<file path="src/rtl/mrv1_wb_arbiter.sv">
// Writeback arbiter: round-robin selection among thread-warp retire requests,
// captured into a one-entry output register feeding the RF write port.
module mrv1_wb_arbiter #(
  parameter  int NUM_TW_P        = 8,
  parameter  int DATA_WIDTH_P    = 32,
  parameter  int rf_addr_width_p = 5,
  localparam int tid_width_lp    = $clog2(NUM_TW_P)
) (
  input  logic                                  clk_i,
  input  logic                                  rst_ni,
  input  logic [NUM_TW_P-1:0]                   req_vld_i,
  input  logic [NUM_TW_P-1:0]                   req_we_i,
  input  logic [NUM_TW_P*rf_addr_width_p-1:0]   req_rd_addr_i,
  input  logic [NUM_TW_P*DATA_WIDTH_P-1:0]      req_data_i,
  output logic [NUM_TW_P-1:0]                   req_gnt_o,
  input  logic [NUM_TW_P-1:0]                   flush_i,
  output logic                                  wb_vld_o,
  output logic                                  wb_we_o,
  output logic [tid_width_lp-1:0]               wb_tid_o,
  output logic [rf_addr_width_p-1:0]            wb_rd_addr_o,
  output logic [DATA_WIDTH_P-1:0]               wb_data_o,
  input  logic                                  wb_rdy_i,
  output logic [15:0]                           stall_cnt_o
);

  // state    | meaning
  // ST_EMPTY | output register holds nothing; slot free
  // ST_HELD  | output register holds an entry awaiting wb_rdy_i
  typedef enum logic {ST_EMPTY, ST_HELD} state_e;

  state_e                    state_q, state_d;
  logic [tid_width_lp-1:0]   ptr_q;
  logic [NUM_TW_P-1:0]       eff_req;
  logic                      slot_free;
  logic                      kill;
  logic                      stall;
  logic                      gnt_found;
  logic                      gnt_vld;
  logic [tid_width_lp-1:0]   gnt_idx;
  logic                      load;
  int                        cand;

  assign eff_req   = req_vld_i & ~flush_i;
  assign slot_free = ~wb_vld_o | wb_rdy_i;
  assign kill      = wb_vld_o & flush_i[wb_tid_o];
  // A killed entry is neither accepted nor stalled.
  assign stall     = wb_vld_o & ~wb_rdy_i & ~kill;
  assign wb_vld_o  = (state_q == ST_HELD);

  // Rotating priority search starting at the pointer, wrapping modulo NUM_TW_P.
  always_comb begin
    gnt_found = 1'b0;
    gnt_idx   = '0;
    cand      = 0;
    for (int i = 0; i < NUM_TW_P; i++) begin
      cand = int'(ptr_q) + i;
      if (cand >= NUM_TW_P) cand = cand - NUM_TW_P;
      if (!gnt_found && eff_req[cand]) begin
        gnt_found = 1'b1;
        gnt_idx   = tid_width_lp'(cand);
      end
    end
  end

  assign gnt_vld = rst_ni & slot_free & gnt_found;

  always_comb begin
    req_gnt_o = '0;
    if (gnt_vld) req_gnt_o[gnt_idx] = 1'b1;
  end

  always_ff @(posedge clk_i) begin
    if (!rst_ni) state_q <= ST_EMPTY;
    else         state_q <= state_d;
  end

  always_comb begin
    state_d = state_q;
    load    = 1'b0;
    case (state_q)
      ST_EMPTY: begin
        if (gnt_vld) begin
          state_d = ST_HELD;
          load    = 1'b1;
        end
      end
      ST_HELD: begin
        if (gnt_vld) begin
          state_d = ST_HELD;
          load    = 1'b1;
        end else if (kill || wb_rdy_i) begin
          state_d = ST_EMPTY;
        end
      end
      default: state_d = ST_EMPTY;
    endcase
  end

  always_ff @(posedge clk_i) begin
    if (!rst_ni) begin
      wb_we_o      <= 1'b0;
      wb_tid_o     <= '0;
      wb_rd_addr_o <= '0;
      wb_data_o    <= '0;
    end else if (load) begin
      wb_we_o      <= req_we_i[gnt_idx];
      wb_tid_o     <= gnt_idx;
      wb_rd_addr_o <= req_rd_addr_i[gnt_idx*rf_addr_width_p +: rf_addr_width_p];
      wb_data_o    <= req_data_i[gnt_idx*DATA_WIDTH_P +: DATA_WIDTH_P];
    end
  end

  always_ff @(posedge clk_i) begin
    if (!rst_ni) begin
      ptr_q <= '0;
    end else if (gnt_vld) begin
      if (gnt_idx == tid_width_lp'(NUM_TW_P - 1)) ptr_q <= '0;
      else                                        ptr_q <= gnt_idx + 1'b1;
    end
  end

  always_ff @(posedge clk_i) begin
    if (!rst_ni)                              stall_cnt_o <= '0;
    else if (stall && stall_cnt_o != 16'hFFFF) stall_cnt_o <= stall_cnt_o + 16'd1;
  end

endmodule

</file>
<file path="config.mk">
export PLATFORM = sky130hd
export DESIGN_NAME = mrv1_wb_arbiter
export DESIGN_NICKNAME = d
export VERILOG_FILES = /design/src/rtl/mrv1_wb_arbiter.sv
export SDC_FILE = /design/constraint.sdc
export NUM_CORES = 1
export LEC_CHECK = 0
export ABC_AREA = 1
export CAP_MARGIN = 30
export CORE_AREA = 8 8 146 148
export CTS_CLUSTER_DIAMETER = 60
export DETAILED_ROUTE_END_ITERATION = 8
export DIE_AREA = 0 0 154 156
export PLACE_DENSITY = 0.79
export SLEW_MARGIN = 10
export SYNTH_ARGS = -nofsm -noshare
export SYNTH_HDL_FRONTEND = slang
export SYNTH_SLANG_ARGS = --single-unit
</file>
<file path="constraint.sdc">
create_clock -name clk_i -period 3.71 [get_ports clk_i]
set_input_delay 0.5565 -clock clk_i [delete_from_list [all_inputs] [get_ports clk_i]]
set_output_delay 0.5565 -clock clk_i [all_outputs]
set_load 0.01 [all_outputs]
</file>
==> impl_metrics.csv, run 1 <==
group,metric,value,unit
route,drt_iter0_markers,557,
floorplanning,fp.dieW,154,µm
worst_hold_path,hold_class,"flip-flop to flip-flop",
logic_synthesis,synth-seq-cells,61,
critical_path,critPathArrivalTime,3.01,ns
critical_path,critPathCaptureType,"primary output",
placed_design,hpwl,25.81,mm
critical_path,cp_common_cell,"nand3_1",
route,drt_first_pass_iters,6,
global_routing,grt_pass1_wl,51.32,mm
route,ant_nets,0,
worst_hold_path,hold_depth,2,
worst_hold_path,hold_end,"stall_cnt_o[8]$_SDFFE_PN0P_",
global_routing,antenna_found_initial,3,
job,max_cap_violations,0,
clocking,cts_num_sinks,61,
floorplanning,dieHeight,156,µm
floorplanning,core,0.01908,mm²
power,p_per_area,1037,mW/mm²
logic_synthesis,yosys-top-cells-area,"nand2_1 (30%), dfxtp_1 (17%), nand3_1 (17%)",
power,leakagePower,5.948,nW
critical_path,cp_max_fo,5,
power,share_seq_of_total_power,7.5,%
timing,rsz0062_at_grt,"yes",
logic_synthesis,synth.net_count,1691,
floorplanning,rows,51,
route,drc,0,
timing,min_period,3.568,ns
route,routed_wl,33.97,mm
power,fin_total_pwr,12.12,mW
clocking,cts_tree,"done",
critical_path,rr_worst_depth,21,
finish,drive_gt1_share,7.143,%
floorplanning,io_pins,389,
power,p_sw_share,58.02,%
clocking,root_buffer,"clkbuf_16",
route,post_drt_wl_per_cell,17.18,µm
timing,period_share,96.17,%
critical_path,rr_endpoint,"wb_data_o[12]$_SDFFE_PN0P_",
critical_path,r2r_slack,0.40,ns
logic_synthesis,synth.distinct_cells,36,
critical_path,critPathRequiredTime,3.15,ns
logic_synthesis,avgSynthCellArea,5.252,µm²
placed_design,place.gp.congestion,0.9666,
global_routing,grt_overflow,0,
logic_synthesis,syn-instance-count,1365,
run_status,status,"completed",
timing,drv_slew,0,
clocking,clock_latency,0.33,ns
timing,timing.fmax,280.3,MHz
worst_hold_path,worstHoldStart,"stall_cnt_o[8]$_SDFFE_PN0P_",
power,irDropWorstVdd,1.125,mV
logic_synthesis,yosys.area.top_type,"nand2_1",
power,internal_power,5.086,mW
logic_synthesis,synth_seq_area_share,17.03,%
finish,area_growth,62.90,%
clocking,htreeDepth,3,
global_routing,grt_max_degree,142,
timing,finClkSkew,0.004525,ns
route,via_count,9945,
global_routing,grt_use_total,26.73,%
clocking,clockBufferDepth,2,
timing,relSlewSlack,53.33,%
logic_synthesis,ys_warn_count,0,
critical_path,r2r_start,"ptr_q[0]$_SDFFE_PN0P_",
critical_path,slowest_delay,0.49,ns
timing,hold_violations,0,
logic_synthesis,synth_top_area_share,29.63,%
critical_path,start_kind,"input pin",
global_routing,grt_pass1_vias,9611,
route,detail_route.vias_per_cell,5.030,
finish,utilization,61.21,%
floorplanning,initial_core_util,37.58,%
clocking,cts_made_buffers,9,
timing,setup_violations,0,
timing,tightestPinTransition,0.7000,ns
power,pwr-share-comb,85.6,%
finish,fin_nets,2057,
critical_path,critPathKind,"input pin to primary output",
logic_synthesis,synth_area,0.007169,mm²
power,p_clk_share,6.9,%
power,net-switching-power,7.029,mW
placed_design,io_buffers,388,
critical_path,crit_chain,"clkdlybuf4s50_1, inv_1, nand3_1, nand3_2, nand3_2, nand2_1, nor2_2, nand4_2, nor2_4, buf_4, nand3_1, nand2_4, inv_2, nand2_2, inv_2, nand3_1, inv_1, dlygate4sd2_1",
clocking,clk_pin_slew,0.06,ns
critical_path,slowest_stage,"clkdlybuf4s50_1",
floorplanning,design.die.area,0.02402,mm²
[worst max path at each step]
stage / startpoint / to / depth (start not counted)
6_report: flush_i[1] / req_gnt_o[7] / 18
5_1_grt: ptr_q[1]$_SDFFE_PN0P_ / req_gnt_o[7] / 18
4_1_cts: ptr_q[0]$_SDFFE_PN0P_ / req_gnt_o[7] / 18
3_5_place_dp: flush_i[3] / wb_data_o[12]$_SDFFE_PN0P_ / 21
3_3_place_gp: flush_i[3] / wb_data_o[12]$_SDFFE_PN0P_ / 21
2_1_floorplan: ptr_q[0]$_SDFFE_PN0P_ / req_gnt_o[0] / 20
[cell families (layout without fill, tap and decap cells)]
kind of cell               Yosys count  after routing  share of synthesized area (%)
AOI/OAI and AO/OA                   44             44                          3.264
xor gates and xnor gates             3              3                         0.5759
adders and majority gates            3              3                         0.5236
buffers and inverters              281            652                          17.54
DFF                                 61             61                          17.03
other                                0              3                              0
and+or+nand+nor                    973            973                          61.06
[routing by layer]
layer / global-route usage [%] / vias up / part of all wire [%]
met5: 0 / - / 0
met4: 11.71 / 0 / 4.4
met3: 7.701 / 84 / 8.5
met2: 46.52 / 424 / 48
met1: 29.90 / 4466 / 39
li1: - / 4971 / -
[power groups by stage]
| stage | clock [mW] | sequential, mW | combinational (mW) |
|---|---|---|---|
| 3_5_place_dp | 0 | 0.911 | 9.91 |
| 4_1_cts | 0.855 | 0.898 | 9.95 |
| 6_report | 0.838 | 0.904 | 10.4 |
| 3_3_place_gp | 0 | 0.905 | 9.85 |
| 5_1_grt | 0.883 | 0.919 | 11.6 |
| 2_1_floorplan | 0 | 0.933 | 7.29 |
[placed cells by master (no fill, tap or decap), types with 3 or more instances in the layout]
master,synthesis,routed
clkbuf_16,0,10
nand2_2,5,6
nand3_2,11,20
diode_2,0,3
buf_12,0,3
nand4_1,4,4
dlygate4sd2_1,0,6
nand2_1,566,563
ha_1,3,3
nor3_1,8,8
dfxtp_1,61,59
buf_4,9,44
nor2_2,2,4
nand3b_1,67,67
o21ai_0,20,20
nand3_4,1,3
nand3_1,244,233
clkdlybuf4s50_1,0,379
nor2_1,55,52
a21oi_1,15,15
inv_1,188,186
nor4_1,3,3
nor2_4,2,3
inv_2,9,11
[area by class of cell]
class                           count  area [µm²]
Antenna cell                        3       7.507
Fill cell                        1878        7401
Tap cell                          238       297.8
Clock buffer                       10       229.0
Timing Repair Buffer              439        4327
Sequential cell                    61        1224
Multi-Input combinational cell   1023        4791
Clock inverter                      6       63.81
Inverter                          197       739.5
[flip-flops by register name, summed over array words and instances (netlist names)]
signal and flops:
ptr_q 3, wb_data_o 32, wb_vld_o 1, wb_we_o 1
wb_tid_o 3, wb_rd_addr_o 5, stall_cnt_o 16
[worst max-delay path: cells and delay by family]
family        cells  cell delay [ns]
simple gates     11             1.34
buf+inv           7             1.12
[metrics by stage]
stage	hold WS (ns)	cell area, µm²	worst slack (ns)	setup TNS (ns)	cells
3_3_place_gp	0.4609	11210	-0.1221	-1.006	1947
3_5_place_dp	0.4738	11210	-0.1570	-2.523	1947
5_1_grt	0.5135	11680	-0.06860	-0.2321	1977
6_report	0.4873	11680	0.1421	0	1977
2_1_floorplan	0.4794	7169	0.3885	0	1365
4_1_cts	0.4831	11510	0.1060	0	1965
[repair_timing]
item / in CTS / in global routing
gates cloned: 0 / 1
pin swaps: 1 / 7
setup endpoints to repair: 8 / 25
resized for setup: 10 / 28
hold buffers: 0 / 0
setup buffers: 2 / 8
[synthesized netlist by cell type]
cell type and count:
nand2_1 566, buf_1 4, nand3_1 244, nor3_2 1, a21oi_1 15, inv_1 188, nor2_1 55, clkbuf_4 1
o22ai_1 1, nand3b_1 67, o211ai_1 2, nor2_4 2, nor4_1 3, o21ai_0 20, nor2_2 2, clkbuf_1 18
dfxtp_1 61, o31ai_1 1, buf_4 9, or4_1 1, nand3_2 11, nand2_2 5, nor3_1 8, o21ai_1 2
nand3_4 1, xnor2_2 2, xor2_1 1, ha_1 3, inv_2 9, a31oi_1 2, nand4_2 1, buf_6 16
nor3b_1 2, o21bai_1 1, buf_2 36, nand4_1 4
Power figures use the tool's default switching activity.
==> run 2: changes to the inputs <==
--- a/config.mk
+++ b/config.mk
@@ -8,7 +8,9 @@
 export ABC_AREA = 1
 export CAP_MARGIN = 30
 export CORE_AREA = 8 8 146 148
+export CTS_BUF_LIST = sky130_fd_sc_hd__clkbuf_8
 export CTS_CLUSTER_DIAMETER = 60
+export CTS_CLUSTER_SIZE = 40
 export DETAILED_ROUTE_END_ITERATION = 8
 export DIE_AREA = 0 0 154 156
 export PLACE_DENSITY = 0.79
==> constraint.sdc (replaced) <==
create_clock -name clk_i -period 3.71 [get_ports clk_i]
set_input_delay 0.742 -clock clk_i [delete_from_list [all_inputs] [get_ports clk_i]]
set_output_delay 0.742 -clock clk_i [all_outputs]
set_load 0.01 [all_outputs]
==> run 2 against run 1 <==
Clock skew rose by 0.0071 ns; sequential cell count unchanged; sequential share of layout area decreased by 0.35 points; final cell count grew 0.66%; hold slack got worse by 0.0080 ns; via count is 1.3% higher; setup slack got worse by 0.0026 ns; die area is the same; critical path depth unchanged; power up 0.87%; largest power group unchanged; final area is 3.5% higher.
==> impl_metrics.csv, run 2 (same netlist as run 1, synthesis figures left out) <==
group,metric,value,unit
placed_design,hpwl,26.29,mm
floorplanning,rows,51,
clocking,clockBufferDepth,2,
timing,period_share,96.24,%
route,drt_first_pass_iters,5,
floorplanning,core,0.01908,mm²
timing,timing.fmax,280.1,MHz
placed_design,place.gp.congestion,0.9225,
critical_path,crit_chain,"buf_4, ha_2, xnor2_2, buf_4, buf_4, nand3_2, nand2_4, nor2_4, nand4_4, nor2_4, buf_4, buf_6, nand3_2, nand3_4, nor2_4, nand3_2, inv_1, clkdlybuf4s15_2",
finish,final_common_cell,"nand2_1",
clocking,clock_latency,0.35,ns
critical_path,crit_buf_inv,7,
timing,finClkSkew,0.01167,ns
finish,area_growth,68.53,%
route,post_drt_wl_per_cell,17.25,µm
timing,tightestPinTransition,0.9440,ns
critical_path,rr_worst_depth,21,
critical_path,cp_common_cell,"buf_4",
global_routing,busiest_layer,"met2",
run_status,status,"completed",
critical_path,worst-path-stages,18,
clocking,root_buffer,"clkbuf_8",
power,p_per_area,1011,mW/mm²
worst_hold_path,worstHoldStart,"stall_cnt_o[8]$_SDFFE_PN0P_",
critical_path,path_delay_family,"buffers and inverters",
timing,tns,0,ns
worst_hold_path,hold_depth,2,
finish,regArea,0.001224,mm²
clocking,cts_num_sinks,61,
finish,multiInputGateArea,0.005159,mm²
floorplanning,fp.dieW,154,µm
critical_path,critPathArrivalTime,2.83,ns
floorplanning,design.die.area,0.02402,mm²
route,drt_iter0_markers,642,
route,routed_wl,34.33,mm
finish,largest_register_ffs,32,
floorplanning,initial_core_util,37.58,%
timing,min_period,3.571,ns
power,leakagePower,6.168,nW
finish,top_register,"wb_data_o",
global_routing,grt_max_degree,111,
route,drc,0,
timing,rsz0062_at_grt,"yes",
critical_path,critPathRequiredTime,2.97,ns
clocking,htreeDepth,3,
clocking,clk_pin_slew,0.08,ns
power,irDropWorstVdd,1.113,mV
finish,reg.largest.list,"wb_data_o x32, stall_cnt_o x16, wb_rd_addr_o x5",
finish,final_cell_mix,"nand2_1 (555), clkdlybuf4s50_1 (363), nand3_1 (209)",
worst_hold_path,hold_class,"flip-flop to flip-flop",
finish,fillCellCount,1798,
finish,fin_nets,2070,
floorplanning,dieHeight,156,µm
global_routing,grt_pass1_vias,9800,
critical_path,slowest_stage,"dfxtp_2",
job,max_cap_violations,0,
route,via_count,10080,
global_routing,grt_use_total,27.27,%
global_routing,use_met3,7.756,%
critical_path,critPathKind,"flip-flop to primary output",
timing,holdWs,0.4793,ns
global_routing,grt_pass1_wl,52.33,mm
global_routing,grtUsageMet1,30.78,%
timing,hold_violations,0,
power,fin_total_pwr,12.22,mW
timing,drv_slew,0,
floorplanning,io_pins,389,
route,detail_route.vias_per_cell,5.065,
clocking,cts_tree,"done",
global_routing,grt_use_met2,46.23,%
global_routing,antenna_found_initial,3,
route,ant_nets,0,
placed_design,io_buffers,388,
global_routing,grt_overflow,0,
critical_path,r2r_start,"ptr_q[1]$_SDFFE_PN0P_",
critical_path,start_kind,"flip-flop",
critical_path,slowest_delay,0.33,ns
timing,setup_violations,0,
critical_path,critPathCaptureType,"primary output",
clocking,cts_made_buffers,9,
critical_path,cp_max_fo,4,
timing,relSlewSlack,37.07,%
clocking,hold_buffers,0,
critical_path,startpoint,"ptr_q[1]$_SDFFE_PN0P_",
finish,drive_gt1_share,11.09,%
## run 2: changes by cell type in the layout (fill, tap and decap cells not counted), sizes merged, moves of 4 or more
| cell | delta |
|---|---|
| buf | +21 |
| clkdlybuf4s50 | -16 |
| dlymetal6s2s | +16 |
| dlygate4sd2 | -6 |
| clkbuf | -4 |
## run 2: tightest hold or removal path, stage by stage, from the launching register on
cell and delay, ns:
dfxtp_1 0.33, inv_1 0.06, a21oi_1 0.05
## run 2: path summary, 6_finish.rpt
path,to,slack [ns]
worst max-delay path,req_gnt_o[3],0.14
worst min-delay path,stall_cnt_o[8]$_SDFFE_PN0P_,0.48
worst max register to register,wb_data_o[15]$_SDFFE_PN0P_,0.24
worst min register to register,stall_cnt_o[8]$_SDFFE_PN0P_,0.48
## run 2: layout make-up
cell class,count,area share (%)
clock buffer,9,1.025
tap,238,2.465
timing repair buffer,452,36.47
inverter,197,6.141
antenna,3,0.06213
sequential,61,10.13
multi-input combinational,1023,42.69
clock inverter,7,1.015
## run 2: per-layer routing
| metal | up-vias | wire length [µm] |
|---|---|---|
| met1 | 4539 | 13350 |
| met3 | 95 | 2935 |
| met5 | - | 0 |
| met2 | 443 | 16410 |
| li1 | 5002 | - |
| met4 | 0 | 1639 |
## run 2: repair_timing
item | CTS | global route
buffers inserted | 4 | 8
pin swaps | 13 | 31
setup endpoints to repair | 28 | 45
gates resized for setup | 68 | 88
## run 2: where the power goes
part           switching, mW  internal, mW  leakage [nW]
combinational           6.77          3.80          5.55
clock                  0.307         0.450         0.116
sequential            0.0972         0.805         0.499
## run 2: stage by stage
step	cell area, µm²	util [%]	cells	setup slack, ns
2_1_floorplan	7169	-	1365	0.2030
3_3_place_gp	11260	59.01	1959	-0.4146
3_5_place_dp	11260	59.01	1959	-0.4751
4_1_cts	11700	61.32	1979	-0.03581
5_1_grt	12080	63.33	1990	-0.03361
6_report	12080	63.33	1990	0.1395
